<file path="src/rtl/stack_ctrl_pkg.sv">
// Shared opcodes and sizing for the stack controller slice.
package stack_ctrl_pkg;

    localparam int unsigned STK_DATA_W = 14;
    localparam int unsigned STK_DEPTH  = 12;
    localparam int unsigned STK_CNT_W  = 4;

    // Register push/pop unit opcodes
    localparam logic [3:0] OP_PUSH_R = 4'h4;
    localparam logic [3:0] OP_POP_R  = 4'h5;

    localparam logic STK_OP_PUSH = 1'b0;
    localparam logic STK_OP_POP  = 1'b1;

endpackage

</file>
<file path="src/rtl/stack_ctrl_if.sv">
// One requester port of the shared stack: request/grant handshake plus response.
interface stack_ctrl_if
    import stack_ctrl_pkg::*;
#(
    parameter int unsigned DATA_W = STK_DATA_W
);
    logic              req;
    logic              op;
    logic [DATA_W-1:0] wdata;
    logic              gnt;
    logic              rsp_valid;
    logic [DATA_W-1:0] rdata;
    logic              err;

    modport master (output req, op, wdata, input gnt, rsp_valid, rdata, err);
    modport slave  (input req, op, wdata, output gnt, rsp_valid, rdata, err);
endinterface

</file>
<file path="src/rtl/stack_mem.sv">
// Stack storage: synchronous write, registered read with one-cycle latency.
module stack_mem #(
    parameter int unsigned DATA_W = 14,
    parameter int unsigned DEPTH  = 12,
    parameter int unsigned ADDR_W = 4
) (
    input  logic              clk,
    input  logic              we_i,
    input  logic [ADDR_W-1:0] waddr_i,
    input  logic [DATA_W-1:0] wdata_i,
    input  logic              re_i,
    input  logic [ADDR_W-1:0] raddr_i,
    output logic [DATA_W-1:0] rdata_o
);
    logic [DATA_W-1:0] mem_q [DEPTH];
    logic [DATA_W-1:0] rdata_q;

    // Contents are don't-care after reset, so no reset on the array.
    always_ff @(posedge clk) begin
        if (we_i) mem_q[waddr_i] <= wdata_i;
        if (re_i) rdata_q <= mem_q[raddr_i];
    end

    assign rdata_o = rdata_q;
endmodule

</file>
<file path="src/rtl/stack_ctrl.sv">
// Two-requester round-robin controller for a shared LIFO; owns pointer and full/empty.
module stack_ctrl
    import stack_ctrl_pkg::*;
#(
    parameter int unsigned DATA_W = STK_DATA_W,
    parameter int unsigned DEPTH  = STK_DEPTH,
    parameter int unsigned CNT_W  = STK_CNT_W
) (
    input  logic             clk,
    input  logic             reset,
    input  logic             clear,
    stack_ctrl_if.slave      rq0,
    stack_ctrl_if.slave      rq1,
    output logic [CNT_W-1:0] count,
    output logic             empty,
    output logic             full
);
    logic [CNT_W-1:0]  count_q, count_d;
    logic              last_q, last_d;
    logic              empty_q, empty_d, full_q, full_d;
    logic              pop0_q, pop0_d, err0_q, err0_d;
    logic              pop1_q, pop1_d, err1_q, err1_d;
    logic [DATA_W-1:0] rdata0_q, rdata0_d, rdata1_q, rdata1_d;
    logic              gnt0_c, gnt1_c;
    logic              sel_op;
    logic [DATA_W-1:0] sel_wdata;
    logic              push_ok, pop_ok, op_err;
    logic [DATA_W-1:0] mem_rdata;

    // Round-robin grant: contention goes to whoever was not granted last.
    always_comb begin
        gnt0_c = 1'b0;
        gnt1_c = 1'b0;
        if (!reset && !clear) begin
            if (rq0.req && (!rq1.req || last_q)) gnt0_c = 1'b1;
            else if (rq1.req)                    gnt1_c = 1'b1;
        end
    end

    always_comb begin
        count_d   = count_q;
        last_d    = last_q;
        rdata0_d  = rdata0_q;
        rdata1_d  = rdata1_q;
        push_ok   = 1'b0;
        pop_ok    = 1'b0;
        op_err    = 1'b0;
        sel_op    = gnt1_c ? rq1.op    : rq0.op;
        sel_wdata = gnt1_c ? rq1.wdata : rq0.wdata;

        if (gnt0_c || gnt1_c) begin
            last_d = gnt1_c;
            if (sel_op == STK_OP_PUSH) push_ok = !full_q;
            else                       pop_ok  = !empty_q;
            op_err = !(push_ok || pop_ok);
        end

        if (clear)        count_d = '0;
        else if (push_ok) count_d = count_q + CNT_W'(1);
        else if (pop_ok)  count_d = count_q - CNT_W'(1);

        pop0_d = gnt0_c && pop_ok;
        err0_d = gnt0_c && op_err;
        pop1_d = gnt1_c && pop_ok;
        err1_d = gnt1_c && op_err;

        // Capture the read data so it survives the other requester's pops.
        if (pop0_q) rdata0_d = mem_rdata;
        if (pop1_q) rdata1_d = mem_rdata;

        empty_d = (count_d == '0);
        full_d  = (count_d == CNT_W'(DEPTH));
    end

    always_ff @(posedge clk) begin
        if (reset) begin
            count_q  <= '0;
            last_q   <= 1'b1;
            empty_q  <= 1'b1;
            full_q   <= 1'b0;
            pop0_q   <= 1'b0;
            err0_q   <= 1'b0;
            pop1_q   <= 1'b0;
            err1_q   <= 1'b0;
            rdata0_q <= '0;
            rdata1_q <= '0;
        end else begin
            count_q  <= count_d;
            last_q   <= last_d;
            empty_q  <= empty_d;
            full_q   <= full_d;
            pop0_q   <= pop0_d;
            err0_q   <= err0_d;
            pop1_q   <= pop1_d;
            err1_q   <= err1_d;
            rdata0_q <= rdata0_d;
            rdata1_q <= rdata1_d;
        end
    end

    stack_mem #(
        .DATA_W (DATA_W),
        .DEPTH  (DEPTH),
        .ADDR_W (CNT_W)
    ) u_mem (
        .clk     (clk),
        .we_i    (push_ok),
        .waddr_i (count_q),
        .wdata_i (sel_wdata),
        .re_i    (pop_ok),
        .raddr_i (count_q - CNT_W'(1)),
        .rdata_o (mem_rdata)
    );

    // A reset arriving in the response cycle cancels the pending response.
    assign rq0.gnt       = gnt0_c;
    assign rq1.gnt       = gnt1_c;
    assign rq0.rsp_valid = pop0_q && !reset;
    assign rq1.rsp_valid = pop1_q && !reset;
    assign rq0.err       = err0_q && !reset;
    assign rq1.err       = err1_q && !reset;
    assign rq0.rdata     = pop0_q ? mem_rdata : rdata0_q;
    assign rq1.rdata     = pop1_q ? mem_rdata : rdata1_q;

    assign count = count_q;
    assign empty = empty_q;
    assign full  = full_q;
endmodule
</file>
<file path="src/flat_wrapper.sv">
// flat-port wrapper written by rule: the top's interface ports become plain ports
module stack_ctrl_flat import stack_ctrl_pkg::*;
#(
    parameter int unsigned DATA_W = STK_DATA_W,
    parameter int unsigned DEPTH  = STK_DEPTH,
    parameter int unsigned CNT_W  = STK_CNT_W
)
  (clk, reset, clear, count, empty, full, rq0_req, rq0_op, rq0_wdata, rq0_gnt, rq0_rsp_valid, rq0_rdata, rq0_err, rq1_req, rq1_op, rq1_wdata, rq1_gnt, rq1_rsp_valid, rq1_rdata, rq1_err);
  stack_ctrl_if #(.DATA_W(DATA_W)) rq0_i ();
  stack_ctrl_if #(.DATA_W(DATA_W)) rq1_i ();
  input  logic clk;
  input  logic reset;
  input  logic clear;
  output logic [CNT_W-1:0] count;
  output logic empty;
  output logic full;
  input wire logic [$bits(rq0_i.req)-1:0] rq0_req;
  input wire logic [$bits(rq0_i.op)-1:0] rq0_op;
  input wire logic [$bits(rq0_i.wdata)-1:0] rq0_wdata;
  output wire logic [$bits(rq0_i.gnt)-1:0] rq0_gnt;
  output wire logic [$bits(rq0_i.rsp_valid)-1:0] rq0_rsp_valid;
  output wire logic [$bits(rq0_i.rdata)-1:0] rq0_rdata;
  output wire logic [$bits(rq0_i.err)-1:0] rq0_err;
  input wire logic [$bits(rq1_i.req)-1:0] rq1_req;
  input wire logic [$bits(rq1_i.op)-1:0] rq1_op;
  input wire logic [$bits(rq1_i.wdata)-1:0] rq1_wdata;
  output wire logic [$bits(rq1_i.gnt)-1:0] rq1_gnt;
  output wire logic [$bits(rq1_i.rsp_valid)-1:0] rq1_rsp_valid;
  output wire logic [$bits(rq1_i.rdata)-1:0] rq1_rdata;
  output wire logic [$bits(rq1_i.err)-1:0] rq1_err;
  assign rq0_i.req = rq0_req;
  assign rq0_i.op = rq0_op;
  assign rq0_i.wdata = rq0_wdata;
  assign rq0_gnt = rq0_i.gnt;
  assign rq0_rsp_valid = rq0_i.rsp_valid;
  assign rq0_rdata = rq0_i.rdata;
  assign rq0_err = rq0_i.err;
  assign rq1_i.req = rq1_req;
  assign rq1_i.op = rq1_op;
  assign rq1_i.wdata = rq1_wdata;
  assign rq1_gnt = rq1_i.gnt;
  assign rq1_rsp_valid = rq1_i.rsp_valid;
  assign rq1_rdata = rq1_i.rdata;
  assign rq1_err = rq1_i.err;
  stack_ctrl #(.DATA_W(DATA_W), .DEPTH(DEPTH), .CNT_W(CNT_W)) u_core (.clk(clk), .reset(reset), .clear(clear), .rq0(rq0_i), .rq1(rq1_i), .count(count), .empty(empty), .full(full));
endmodule
</file>
<file path="config.mk">
export PLATFORM = sky130hd
export DESIGN_NAME = stack_ctrl_flat
export DESIGN_NICKNAME = d
export VERILOG_FILES = /design/src/rtl/stack_ctrl_pkg.sv /design/src/rtl/stack_ctrl_if.sv /design/src/rtl/stack_mem.sv /design/src/rtl/stack_ctrl.sv /design/src/flat_wrapper.sv
export SDC_FILE = /design/constraint.sdc
export NUM_CORES = 1
export LEC_CHECK = 0
export ABC_CLOCK_PERIOD_IN_PS = 6100
export BUFFER_PORTS_ARGS = -buffer_cell sky130_fd_sc_hd__buf_2
export CORE_MARGIN = 2
export CORE_UTILIZATION = 40
export DETAILED_ROUTE_END_ITERATION = 16
export PLACE_DENSITY_LB_ADDON = 0.25
export SYNTH_ARGS = -nofsm -noshare
export SYNTH_HDL_FRONTEND = slang
export SYNTH_SLANG_ARGS = --single-unit
</file>
<file path="constraint.sdc">
create_clock -name clk -period 6.1 [get_ports clk]
set_input_delay 1.22 -clock clk [delete_from_list [all_inputs] [get_ports clk]]
set_output_delay 1.22 -clock clk [all_outputs]
set_load 0.03 [all_outputs]
</file>
==> impl_metrics.tcl, run 1 <==
set metrics [dict create \
    outcome "completed" \
    wl_per_cell_um 21.0 \
    num-nets-final 629 \
    fp.dieH_um 153 \
    multiInputGateArea_sq_um 2490 \
    routed_wl_um 18600 \
    grt_max_degree 51 \
    grt_use_total_pct 16.0 \
    seq_area_frac_synth_pct 70.5 \
    crit_required_ns 4.88 \
    synth_top_area_share_pct 61.7 \
    max_cap_viol_count 0 \
    io_pins 75 \
    ys_warn_count 0 \
    endpoint_kind "primary output" \
    viasPerCell 5.16 \
    synth-seq-cells 221 \
    htreeDepth 1 \
    clkTransAtPathRegs_ns 0.06 \
    core_sq_um 21800 \
    path_class "input pin to primary output" \
    drtPass1Iterations 4 \
    finClkSkew_ns 0.0187 \
    start_kind "input pin" \
    drcViolationCount 0 \
    cts-root-buf "clkbuf_16" \
    io_buffer_count 74 \
    cts_hold_buf 0 \
    place_ws_ns 1.92 \
    netlist_instances 507 \
    syn_area_per_cell_sq_um 17.5 \
    timing.fmax_mhz 239 \
    cts_num_sinks 221 \
    drt_iter0_drc 269 \
    cts_resized 0 \
    clockBufferDepth 3 \
    start_util_pct 40.7 \
    fin_crit_sh_pct 68.7 \
    hp-class "flip-flop to flip-flop" \
    dieArea_sq_um 23300 \
    post_cts_buffers 0 \
    n_antenna_cell 0 \
    yosys.area.top_type "edfxtp_1" \
    synth_top_cells_by_area "edfxtp_1, mux4_2, dfxtp_1" \
    p_leak_nw 3.73 \
    first_global_vias 4730 \
    worstMarginPinSlew_ns 1.16 \
    grt_overflow 0 \
    seq_area_sq_um 6250 \
    cts_tree "yes" \
    drive_above_1_share_pct 34.7 \
    powerDensity_nw_per_um2 315 \
    vdd_drop_max_mv 0.175 \
    gp_congestion 0.751 \
    syn_nets 547 \
    antenna_found_initial 0 \
    die_w_um 153 \
    fill_cells 1859 \
    dr_total_vias 4563 \
    slew_headroom_pct 23.0 \
    whs_ns 0.572 \
    clk_latency_ns 0.52 \
    rsz0062_at_grt "no" \
    syn_area_sq_um 8860 \
    critPathArrivalTime_ns 2.97 \
    grt_pass1_wl_um 28500 \
    fin_crit_ns 4.19 \
    setup_viol 0 \
    syn2layout_area_growth_pct 16.8 \
    dp_hpwl_um 12200 \
    hold_violations 0 \
    fin_ws_ns 1.91 \
    path_max_fanout 17 \
    ant_nets 0 \
    setup_tns_ns 0 \
    cts_buffers 23 \
    final_max_slew_viol_count 0 \
    core.rowCount 54 \
    ys_types 45 \
]
[synthesized netlist by cell type, drive strengths merged]
| cell | n |
|---|---|
| edfxtp | 182 |
| nand2 | 49 |
| mux4 | 42 |
| dfxtp | 39 |
| nor2b | 29 |
| mux2 | 28 |
| nor2 | 20 |
| mux2i | 17 |
| a21oi | 16 |
| clkbuf | 15 |
| buf | 11 |
| and2 | 8 |
| ha | 5 |
| inv | 5 |
| nand3 | 5 |
| nor3 | 5 |
| nor4b | 5 |
| o21ai | 4 |
| and2b | 3 |
| a31oi | 2 |
| nor3b | 2 |
| xnor2 | 2 |
| xor2 | 2 |
| a211o | 1 |
| a211oi | 1 |
| a21bo | 1 |
| a21boi | 1 |
| a32oi | 1 |
| and4 | 1 |
| nand2b | 1 |
| o211ai | 1 |
| o311a | 1 |
| o32a | 1 |
| or2 | 1 |
[power by group]
part | internal, mW | switching, mW | total (mW)
combinational | 0.0443 | 0.0889 | 0.133
sequential | 1.65 | 0.00350 | 1.65
clock | 0.919 | 0.553 | 1.47
total | 2.61 | 0.645 | 3.26
[registers in the layout (all words and copies together) (netlist names)]
register / flops
u_core.u_mem.mem_q: 168
u_core.full: 1
u_core.pop0_q: 1
u_core.err1_q: 1
u_core.last_q: 1
u_core.rdata1_q: 14
u_core.rdata0_q: 14
u_core.empty: 1
u_core.pop1_q: 1
u_core.err0_q: 1
u_core.u_mem.rdata_o: 14
u_core.count: 4
[cell type report]
| type | instances | area share [%] |
|---|---|---|
| clock buffers | 29 | 5.88 |
| clock inverters | 12 | 1.87 |
| flip-flops and latches | 221 | 60.4 |
| repair buffers | 83 | 4.23 |
| well taps | 280 | 3.39 |
| multi-input cells | 255 | 24.1 |
| inverters | 5 | 0.181 |
[cell usage in the layout (no fill, tap or decap), drive strengths merged, types with 2 or more instances in the layout]
cell type | synthesis | routed
and2 | 8 | 8
inv | 5 | 6
buf | 11 | 83
nor2 | 20 | 20
ha | 5 | 5
edfxtp | 182 | 182
clkbuf | 15 | 29
and2b | 3 | 3
mux2i | 17 | 17
nor2b | 29 | 29
dfxtp | 39 | 39
nand2 | 49 | 49
bufinv | 0 | 5
nor4b | 5 | 5
nor3 | 5 | 5
a21oi | 16 | 16
nand3 | 5 | 5
a31oi | 2 | 2
xnor2 | 2 | 2
clkinv | 0 | 6
mux4 | 42 | 42
o21ai | 4 | 4
mux2 | 28 | 28
xor2 | 2 | 2
nor3b | 2 | 2
[worst max-delay path, cell delays in order]
cell,delay [ns]
buf_2,0.14
nor2_4,0.22
nand2_1,0.48
inv_1,0.60
buf_2,0.30
[kinds of logic (layout without fill, tap and decap cells)]
family / Yosys count / after routing / synth area share [%]
multiplexers: 87 / 87 / 16.2
AND/OR/NAND/NOR: 129 / 129 / 7.86
adder cells (fa/ha/maj): 5 / 5 / 0.706
AO/OA/AOI/OAI: 30 / 30 / 2.53
buffers and inverters: 31 / 129 / 1.82
flip-flops: 221 / 221 / 70.5
XOR/XNOR: 4 / 4 / 0.396
[routing by layer]
layer	vias up	wire [um]	track usage [%]
li1	2111	-	-
met1	2297	7800	21.2
met2	136	9430	28.0
met3	19	1080	2.76
met4	0	254	3.22
met5	-	0	0
[path summary, 6_finish.rpt]
kind / end / slack [ns] / cells after the start / startpoint
worst max-delay path: rq1_gnt / 1.91 / 5 / clear
worst min register to register: u_core.err0_q$_SDFF_PP0_ / 0.57 / 2 / u_core.full$_SDFF_PP0_
worst max register to register: u_core.u_mem.rdata_o[1]$_DFFE_PN_ / 2.88 / 6 / u_core.count[1]$_SDFF_PP0_
worst min-delay path: u_core.err0_q$_SDFF_PP0_ / 0.57 / 2 / u_core.full$_SDFF_PP0_
[per-stage QoR]
stage          instance area [sq um]  util, %  power [mW]  std cells
2_1_floorplan                   8860        -        1.76        507
3_3_place_gp                    9540     43.9        1.81        844
3_5_place_dp                    9540     43.9        1.82        844
4_1_cts                        10300     47.6        3.29        885
5_1_grt                        10300     47.6        3.36        885
6_report                       10300     47.6        3.26        885
Power figures use the tool's default switching activity.
==> run 2, diff against run 1 <==
Settings changed: ABC_CLOCK_PERIOD_IN_PS 6100 to 3800.
Clock period 6.1 ns to 3.8 ns, I/O delays scaled along.
==> run 2 against run 1 <==
Compared with the run above:
- die area unchanged
- sequential cell count unchanged
- final area decreased by 0.39%
- count of clock-buffer cells in the layout increased by 6
- clock skew decreased by 0.00081 ns
- sequential share of layout area increased by 0.23 points
- critical path type is now flip-flop to primary output
==> impl_metrics.tcl, run 2 (synthesis results as in run 1) <==
set metrics [dict create \
    viasPerCell 5.21 \
    path_max_fanout 50 \
    ant_nets 0 \
    hold_violations 0 \
    num-nets-final 633 \
    core_sq_um 21800 \
    dp_hpwl_um 12200 \
    largest_reg_flops 168 \
    cp_cell_sequence "buf_4 -> buf_2" \
    fin_crit_ns 2.67 \
    dr_total_vias 4638 \
    cpPeakStageDelay_ns 0.72 \
    cts_buffers 24 \
    drtPass1Iterations 4 \
    cts_resized 0 \
    routed_wl_um 18900 \
    final_cell_mix "edfxtp_1, buf_2, nand2_1" \
    htreeDepth 1 \
    cts_num_sinks 221 \
    gp_congestion 0.757 \
    hp-class "input pin to flip-flop" \
    io_pins 75 \
    max_cap_viol_count 0 \
    timing.fmax_mhz 374 \
    worstMarginPinSlew_ns 0.946 \
    wl_per_cell_um 21.2 \
    setup_viol 0 \
    fin_crit_sh_pct 70.4 \
    dieArea_sq_um 23300 \
    start_util_pct 40.7 \
    clkTransAtPathRegs_ns 0.05 \
    p_leak_nw 3.72 \
    dpl-instance-area_sq_um 9570 \
    drt_iter0_drc 313 \
    rsz0062_at_grt "no" \
    core.rowCount 54 \
    first_global_vias 4727 \
    clockBufferDepth 3 \
    die_w_um 153 \
    grt_use_total_pct 16.2 \
    critPathArrivalTime_ns 1.91 \
    post_cts_buffers 0 \
    setup.worst_path.start "u_core.count[0]$_SDFF_PP0_" \
    setup_tns_ns 0 \
    cts_tree "yes" \
    cts-root-buf "clkbuf_16" \
    path_class "flip-flop to primary output" \
    drcViolationCount 0 \
    start_kind "flip-flop" \
    grt_pass1_wl_um 28700 \
    min-delay-start "clear" \
    antenna_found_initial 0 \
    endpoint_kind "primary output" \
    finClkSkew_ns 0.0179 \
    grt_overflow 0 \
    cp_num_cells 2 \
    final_max_slew_viol_count 0 \
    final_common_cell "edfxtp_1" \
    crit_required_ns 3.04 \
    design_area_sq_um 10300 \
    grt_max_degree 51 \
    r2r_cells 3 \
    clk_latency_ns 0.52 \
    powerDensity_nw_per_um2 489 \
    drive_above_1_share_pct 35.0 \
    crit_family "buffers and inverters" \
    holdPathStages 2 \
    io_buffer_count 74 \
    whs_ns 0.500 \
    n_antenna_cell 0 \
    worst_path_max_delay_cell "buf_4" \
    largest_register "u_core.u_mem.mem_q" \
    reg2reg_from "u_core.count[0]$_SDFF_PP0_" \
    path_buf_inv 2 \
    slew_headroom_pct 36.9 \
    outcome "completed" \
    vdd_drop_max_mv 0.238 \
    fp.dieH_um 153 \
    syn2layout_area_growth_pct 16.4 \
    cts_hold_buf 0 \
]
==> run 2: cell types whose count changed in the layout (fill, tap and decap cells not counted) <==
cell and change:
inv_16 -1, clkbuf_1 +4, bufinv_16 -4, buf_4 +3
clkinv_1 -2, clkbuf_16 +2, clkinv_2 +4
==> run 2: metrics by stage <==
| step | power (mW) | instances | worst slack (ns) | utilization [%] |
|---|---|---|---|---|
| detailed placement | 2.92 | 847 | 0.652 | 44.0 |
| floorplan | 2.83 | 507 | 0.289 | - |
| CTS | 5.09 | 891 | 1.05 | 47.4 |
| finish | 5.04 | 891 | 1.13 | 47.4 |
| global placement | 2.91 | 847 | 0.790 | 44.0 |
| global route | 5.20 | 891 | 0.945 | 47.4 |
==> run 2: path summary, 6_finish.rpt <==
kind | to | slack [ns]
max | count[0] | 1.13
min | u_core.full$_SDFF_PP0_ | 0.50
max reg2reg | u_core.u_mem.mem_q[11][10]$_DFFE_PP_ | 1.33
min reg2reg | u_core.err0_q$_SDFF_PP0_ | 0.56
==> run 2: layer usage <==
layer  up-vias  share of wire (%)  global-route usage (%)
met5         -                  0                       0
met4         0                1.5                    3.57
met3        24                6.9                    3.16
met2       173                 49                    27.2
met1      2329                 43                    22.0
li1       2112                  -                       -
==> run 2: area by class of cell <==
| type | instances | area (sq um) |
|---|---|---|
| Fill cell | 1862 | 11500 |
| Sequential cell | 221 | 6250 |
| Multi-Input combinational cell | 255 | 2490 |
| Clock buffer | 35 | 673 |
| Timing Repair Buffer | 86 | 460 |
| Tap cell | 280 | 350 |
| Clock inverter | 9 | 66.3 |
| Inverter | 5 | 18.8 |
==> run 2: power by group <==
part	leakage, nW	total (mW)	internal [mW]	switching [mW]
logic	1.41	0.217	0.0718	0.145
clock network	0.364	2.17	1.29	0.881
registers	1.95	2.65	2.64	0.00546
==> run 3, diff against run 2 <==
Settings changed: ABC_CLOCK_PERIOD_IN_PS 3800 to 2700.
Clock period 3.8 ns to 2.7 ns, I/O delays scaled along.
==> run 3 against run 2 <==
Compared with the run above:
- power increased by 43%
- routed wire length down 0.90%
- final area increased by 1.8%
- register-to-register slack lost 0.83 ns
- critical path type unchanged
- largest power group unchanged
==> impl_metrics.tcl, run 3 (synthesis results as in run 1) <==
set metrics [dict create \
    dp_hpwl_um 12500 \
    path_class "flip-flop to primary output" \
    fin_ws_ns 0.266 \
    antenna_found_initial 0 \
    cts-root-buf "clkbuf_16" \
    fill_cells 1843 \
    num-nets-final 650 \
    cp_cell_sequence "mux2_2 -> buf_2" \
    die_w_um 153 \
    cts_hold_buf 0 \
    drcViolationCount 0 \
    internal_power_mw 5.70 \
    fp.dieH_um 153 \
    p_clk_share_pct 44.0 \
    cts_num_sinks 221 \
    gp_congestion 0.736 \
    outcome "completed" \
    power_frac_comb_pct 4.1 \
    powerDensity_nw_per_um2 685 \
    crit_required_ns 2.16 \
    crit_family "flip-flops" \
    multiInputGateArea_sq_um 2500 \
    fin_crit_sh_pct 90.2 \
    path_max_fanout 15 \
    drive_above_1_share_pct 37.2 \
    htreeDepth 1 \
    wl_per_cell_um 20.6 \
    p_leak_nw 3.83 \
    final_common_cell "edfxtp_1" \
    post_cts_buffers 0 \
    grt_max_degree 34 \
    endpoint_kind "primary output" \
    drtPass1Iterations 4 \
    first_global_vias 4965 \
    routed_wl_um 18700 \
    final_max_slew_viol_count 0 \
    ant_nets 0 \
    largest_reg_flops 168 \
    io_pins 75 \
    switching_share_pct 20.7 \
    place_ws_ns 0.170 \
    worst_path_max_delay_cell "dfxtp_1" \
    seq_power_share_pct 51.9 \
    largest_register "u_core.u_mem.mem_q" \
    power.switching_mw 1.49 \
    dr_total_vias 4731 \
    max_cap_viol_count 0 \
    cp_num_cells 2 \
    dp_cells 864 \
    timing.fmax_mhz 411 \
    cts_buffers 24 \
    core.rowCount 54 \
    setup_tns_ns 0 \
    hold_violations 0 \
    holdPathStages 2 \
    critPathArrivalTime_ns 1.89 \
    seq_area_sq_um 6250 \
    r2r_cells 6 \
    vdd_drop_max_mv 0.469 \
    finClkSkew_ns 0.0151 \
    io_buffer_count 74 \
    clk_latency_ns 0.51 \
    cts_tree "yes" \
    start_util_pct 40.7 \
    clockBufferDepth 3 \
    viasPerCell 5.22 \
    slew_headroom_pct 51.3 \
    grt_pass1_wl_um 29000 \
    n_antenna_cell 0 \
    worstMarginPinSlew_ns 0.730 \
    final_cell_mix "edfxtp_1, buf_2, nand2_1" \
    hp-class "input pin to flip-flop" \
    syn2layout_area_growth_pct 18.5 \
    rsz0062_at_grt "no" \
    start_kind "flip-flop" \
    grt_overflow 0 \
    clkTransAtPathRegs_ns 0.06 \
    cpPeakStageDelay_ns 0.76 \
    core_sq_um 21800 \
    path_buf_inv 1 \
    fin_cells 907 \
    drt_iter0_drc 283 \
    fin_crit_ns 2.43 \
    cts_resized 0 \
    dieArea_sq_um 23300 \
    grt_use_total_pct 16.1 \
    setup_viol 0 \
]
[run 3: final timing paths]
path                                                 start                            endpoint  slack, ns
worst max register to register  u_core.count[1]$_SDFF_PP0_  u_core.u_mem.rdata_o[13]$_DFFE_PN_       0.50
worst max-delay path              u_core.pop1_q$_SDFF_PP0_                       rq1_rdata[12]       0.27
worst min-delay path                                 clear              u_core.full$_SDFF_PP0_       0.27
worst min register to register      u_core.full$_SDFF_PP0_            u_core.err0_q$_SDFF_PP0_       0.54
[run 3: layout make-up]
type	count	share of cell area, %
Sequential cell	221	59.6
Multi-Input combinational cell	255	23.8
Clock buffer	28	6.07
Timing Repair Buffer	103	5.84
Tap cell	280	3.34
Clock inverter	15	1.20
Inverter	5	0.179
[run 3: power by group through the flow]
stage	Clock (mW)	Combinational, mW	Sequential (mW)
3_5_place_dp	0	0.301	3.80
3_3_place_gp	0	0.290	3.80
2_1_floorplan	0	0.181	3.80
6_report	3.16	0.297	3.73
4_1_cts	3.24	0.302	3.73
5_1_grt	3.37	0.327	3.73
[run 3: routing by layer]
| layer | up-vias | GRT usage (%) | wire length [um] | part of all wire (%) |
|---|---|---|---|---|
| met5 | - | 0 | 0 | 0 |
| met4 | 0 | 5.29 | 569 | 3.0 |
| met3 | 37 | 3.13 | 1180 | 6.3 |
| met2 | 151 | 27.0 | 9140 | 49 |
| met1 | 2399 | 21.1 | 7820 | 42 |
| li1 | 2144 | - | - | - |
[run 3: metrics by stage]
stage	power [mW]	area, sq um	util (%)	hold slack (ns)
after floorplan	3.98	8860	-	0.526
after global placement	4.09	9730	44.7	0.542
after detailed placement	4.10	9730	44.7	0.541
after CTS	7.27	10500	48.2	0.258
after global routing	7.43	10500	48.2	0.258
final	7.19	10500	48.2	0.270
